==> src/rtl/ct_f_spsram_512x52_ctrl.sv <==
// Request/response controller for a 512x52 single-port SRAM with half-word write masks.
// Optional power-up clear sweep of the whole array is compiled in with SPSRAM_CTRL_INIT_EN.
module ct_f_spsram_512x52_ctrl (
  input  logic        CLK,
  input  logic        RST,
  input  logic        req_vld,
  output logic        req_rdy,
  input  logic        req_wr,
  input  logic [8:0]  req_addr,
  input  logic [51:0] req_wdata,
  input  logic [1:0]  req_wmask,
  output logic        rsp_vld,
  input  logic        rsp_rdy,
  output logic [51:0] rsp_rdata,
  output logic        init_done,
  output logic        sram_cen,
  output logic        sram_gwen,
  output logic [51:0] sram_wen,
  output logic [8:0]  sram_a,
  output logic [51:0] sram_d,
  input  logic [51:0] sram_q
);

`ifdef SPSRAM_CTRL_INIT_EN
  typedef enum logic [1:0] {RST_ST = 2'd0, INIT = 2'd1, RUN = 2'd2} state_t;
  logic [8:0] cnt_q, cnt_d;
  logic       in_init;
`else
  typedef enum logic [1:0] {RST_ST = 2'd0, RUN = 2'd2} state_t;
`endif

  state_t      state_q, state_d;
  logic        rsp_vld_q, rsp_vld_d;
  logic        init_done_q, init_done_d;
  logic [8:0]  a_q;
  logic [51:0] d_q;
  logic        acc;

  // State register: control only; address/data hold registers carry no reset
  always_ff @(posedge CLK) begin
    if (RST) begin
      state_q     <= RST_ST;
      rsp_vld_q   <= 1'b0;
      init_done_q <= 1'b0;
`ifdef SPSRAM_CTRL_INIT_EN
      cnt_q       <= 9'd0;
`endif
    end else begin
      state_q     <= state_d;
      rsp_vld_q   <= rsp_vld_d;
      init_done_q <= init_done_d;
`ifdef SPSRAM_CTRL_INIT_EN
      cnt_q       <= cnt_d;
`endif
    end
  end

  always_ff @(posedge CLK) begin
    a_q <= sram_a;
    d_q <= sram_d;
  end

  // Next-state logic
  always_comb begin
    state_d = state_q;
    unique case (state_q)
`ifdef SPSRAM_CTRL_INIT_EN
      RST_ST:  state_d = INIT;
      INIT:    if (cnt_q == 9'd511) state_d = RUN;
`else
      RST_ST:  state_d = RUN;
`endif
      RUN:     state_d = RUN;
      default: state_d = RST_ST;
    endcase
  end

  // Output logic; RST gates every SRAM strobe even while state_q still shows the old state
  always_comb begin
    req_rdy   = !RST && (state_q == RUN) && (!rsp_vld_q || rsp_rdy);
    acc       = req_vld && req_rdy;
    sram_cen  = 1'b1;
    sram_gwen = 1'b1;
    sram_wen  = '1;
    sram_a    = a_q;
    sram_d    = d_q;
`ifdef SPSRAM_CTRL_INIT_EN
    in_init   = !RST && (state_q == INIT);
    cnt_d     = (state_q == INIT) ? cnt_q + 9'd1 : cnt_q;
    if (in_init) begin
      sram_cen  = 1'b0;
      sram_gwen = 1'b0;
      sram_wen  = '0;
      sram_a    = cnt_q;
      sram_d    = '0;
    end else
`endif
    if (acc) begin
      sram_cen  = 1'b0;
      sram_gwen = !req_wr;
      sram_wen  = req_wr ? {{26{!req_wmask[1]}}, {26{!req_wmask[0]}}} : '1;
      sram_a    = req_addr;
      sram_d    = req_wdata;
    end
    // A new read accepted in the same cycle as the handshake keeps the response valid
    rsp_vld_d   = (acc && !req_wr) || (rsp_vld_q && !rsp_rdy);
    init_done_d = init_done_q || (state_d == RUN);
  end

  assign rsp_vld   = rsp_vld_q;
  assign rsp_rdata = sram_q;
  assign init_done = init_done_q;

endmodule

==> config.mk <==
export PLATFORM = sky130hd
export DESIGN_NAME = ct_f_spsram_512x52_ctrl
export DESIGN_NICKNAME = d
export VERILOG_FILES = /design/src/rtl/ct_f_spsram_512x52_ctrl.sv
export SDC_FILE = /design/constraint.sdc
export NUM_CORES = 1
export LEC_CHECK = 0
export ABC_CLOCK_PERIOD_IN_PS = 3100
export BUFFER_PORTS_ARGS = -buffer_cell sky130_fd_sc_hd__buf_4
export CORE_AREA = 2 2 111 113
export DETAILED_ROUTE_END_ITERATION = 8
export DIE_AREA = 0 0 113 115
export PLACE_DENSITY = 0.64
export SLEW_MARGIN = 20
export SYNTH_ARGS = -nofsm -noshare
export SYNTH_HDL_FRONTEND = slang
export SYNTH_SLANG_ARGS = --single-unit
==> constraint.sdc <==
create_clock -name CLK -period 3.1 [get_ports CLK]
set_input_delay 0 -clock CLK [delete_from_list [all_inputs] [get_ports CLK]]
set_output_delay 0 -clock CLK [all_outputs]
set_load 0.02 [all_outputs]
==> out/qor.yml <==
timing:
  hold_viol_final: 0
  fin_skew_ns: 0.006538
  fin_crit_sh_pct: 80.00
  max_slew_margin_pct: 41.28
  finalMaxSlewViolations: 0
  finalSetupViolations: 0
  clock.fmax_ghz: 0.4032
  tightestPinTransition_ns: 0.8783
  period_minus_slack_ns: 2.480
  setup_tns_ns: 0
  fin_ws_ns: 0.6200
  rsz0062_at_grt: "false"
clocking:
  cts_made_buffers: 9
  clk_latency_ns: 0.32
  cts_tree: "built"
  cts_root_buf: "clkbuf_16"
  clock_sinks: 63
  clk_pin_slew_ns: 0.05
  cts_setup_buffers: 0
  cts-resized-gates: 0
  cts.path.max_buffers: 2
  htree_levels: 3
floorplan:
  fp.dieW_um: 113
  die_h_um: 115
  io_pins: 290
  rows: 40
  initial_core_util_pct: 26.03
  dieArea_um2: 13000
  coreArea_um2: 11810
layout:
  drive_above_1_share_pct: 66.25
  finalInstanceArea_um2: 4746
  area_growth_pct: 54.38
  n_fill_cell: 1101
  antenna-diode-count: 0
  final_core_util_pct: 40.18
  finalNonFillerCells: 547
  nets: 515
critical_path:
  cp_num_buf_inv: 2
  critPathMaxStageDelay_ns: 0.68
  crit_family: "simple AND/OR/NAND/NOR gates"
  worst_setup_path_end_kind: "output pin"
  path_max_fanout: 47
  critPathRequiredTime_ns: 3.10
  start_kind: "register"
  crit_chain: "nor2b_4 -> nor3_4 -> buf_12 -> nand3_1 -> buf_4"
  worstPathArrival_ns: 2.48
  critPathKind: "reg -> out"
  slowest_stage: "nand3_1"
global_routing:
  grt_max_degree: 48
  grt_util_all_layers_pct: 12.21
  grt_first_pass_wirelength_mm: 11.85
  antenna_found_initial: 0
  grt-ovfl-total: 0
  grt_pass1_vias: 2209
run_status:
  violations: "design-rule violations"
  status: "finished with violations"
placed_design:
  dp_slack_ns: 0.9142
  placed_cells: 469
  hpwl_mm: 5.672
  place_congestion: 0.7461
  port_buffers: 185
  place_area_um2: 3795
yosys:
  ys_types: 15
  syn_area_per_cell_um2: 12.60
  syn_nets: 364
  seq_area_frac_synth_pct: 41.03
  syn_inst: 244
  yosysTopAreaCellShare_pct: 41.03
  ys_ff_latch: 63
  yosys_warnings: 0
  synthTopCellsByCount: "103 x buf_4, 63 x dfxtp_1, 46 x mux2_4"
  synth_area_leaders: "dfxtp_1 41%, buf_4 25%, mux2_4 22%"
  yosysMostFrequentCell: "buf_4"
  synth_edf_count: 0
  synth_top_area_cell: "dfxtp_1"
  ys.flop_type: "dfxtp_1"
  async_flop_share_pct: 0
  syn_area_um2: 3074
route:
  ant_nets: 0
  routed_wirelength_mm: 8.337
  wl_per_cell_um: 15.24
  drtIter0Drc: 89
  dr.pass1.iters: 6
  drc: 20
  via_per_inst: 3.949
  vias: 2160
pwr:
  p_leak_nw: 2.228
  combPwrFrac_pct: 30.9
  p_int_mw: 2.229
  p_switching_uw: 815.3
  p_seq_share_pct: 33.5
  p_clk_share_pct: 35.7
  swShare_pct: 26.78
  irDropWorstVdd_mv: 0.3305
  p_per_area_nw_per_um2: 641.6
flow_run:
  cap_viol_max_count: 0
worst_hold_path:
  hp-class: "in -> out"
[layout make-up]
class	count	area (um2)	area share [%]
inverter	2	7.507	0.1582
timing repair buffer	249	2037	42.92
clock inverter	3	65.06	1.371
multi-input combinational	70	930.9	19.62
clock buffer	13	260.3	5.484
sequential	63	1261	26.58
tap	147	183.9	3.876
[layer usage]
metal / track usage (%) / routed length (um) / vias up / share of wire [%]
met5: 0 / 0 / - / 0
met4: 10.24 / 577 / 0 / 6.9
met3: 4.850 / 725 / 29 / 8.7
met2: 20.00 / 4082 / 148 / 49
met1: 12.25 / 2951 / 987 / 35
li1: - / - / 996 / -
[cell families after synthesis]
| group | Yosys count | synth area share, % |
|---|---|---|
| buffers and inverters | 111 | 28.86 |
| AOI/OAI and AO/OA | 1 | 0.2443 |
| DFF | 63 | 41.03 |
| muxes | 61 | 27.96 |
| and+or+nand+nor | 8 | 1.913 |
[stage by stage]
step | hold WS, ns | total power, mW
global placement | 0.0001367 | 1.896
finish | 0.000007792 | 3.045
CTS | 0.0001367 | 3.072
floorplan | 0.07516 | 1.652
detailed placement | 0.0001367 | 1.903
global route | 0.00003931 | 3.167
[repair_timing]
| item | CTS | global route |
|---|---|---|
| hold buffers | 62 | 0 |
| endpoints found under the hold margin | 63 | 0 |
| setup endpoints to repair | 0 | 0 |
[path summary, 6_finish.rpt]
path	cells after the start	startpoint	endpoint	slack [ns]
hold reg to reg	1	d_q[46]	d_q[46]	0.47
setup / recovery	5	rsp_vld	sram_wen[5]	0.62
hold / removal	0	sram_q[15]	rsp_rdata[15]	0.000008
setup reg to reg	5	rsp_vld	d_q[43]	1.22
[power by group through the flow]
stage          Combinational [mW]  Sequential [mW]  Clock [mW]
2_1_floorplan               0.631             1.02           0
3_3_place_gp                0.867             1.03           0
3_5_place_dp                0.871             1.03           0
4_1_cts                     0.939             1.02        1.11
5_1_grt                     0.984             1.03        1.15
6_report                    0.940             1.02        1.09
[registers in the layout, indices dropped and copies added, names as in the netlist]
name       flops
d_q           52
init_done      1
rsp_vld        1
a_q            9
[cell usage in the layout, fill, tap and decap left out]
master         instances
buf_12                 1
buf_4                186
bufinv_16              2
clkbuf_1               2
clkbuf_16              9
clkbuf_8               2
clkinv_2               1
dfxtp_1               63
dlygate4sd3_1         62
inv_1                  2
mux2_2                15
mux2_4                46
nand2_1                2
nand3_1                1
nand3_2                1
nor2_1                 1
nor2b_4                1
nor3_4                 1
nor3b_1                1
o21a_1                 1
(Power assumes the default switching activity.)
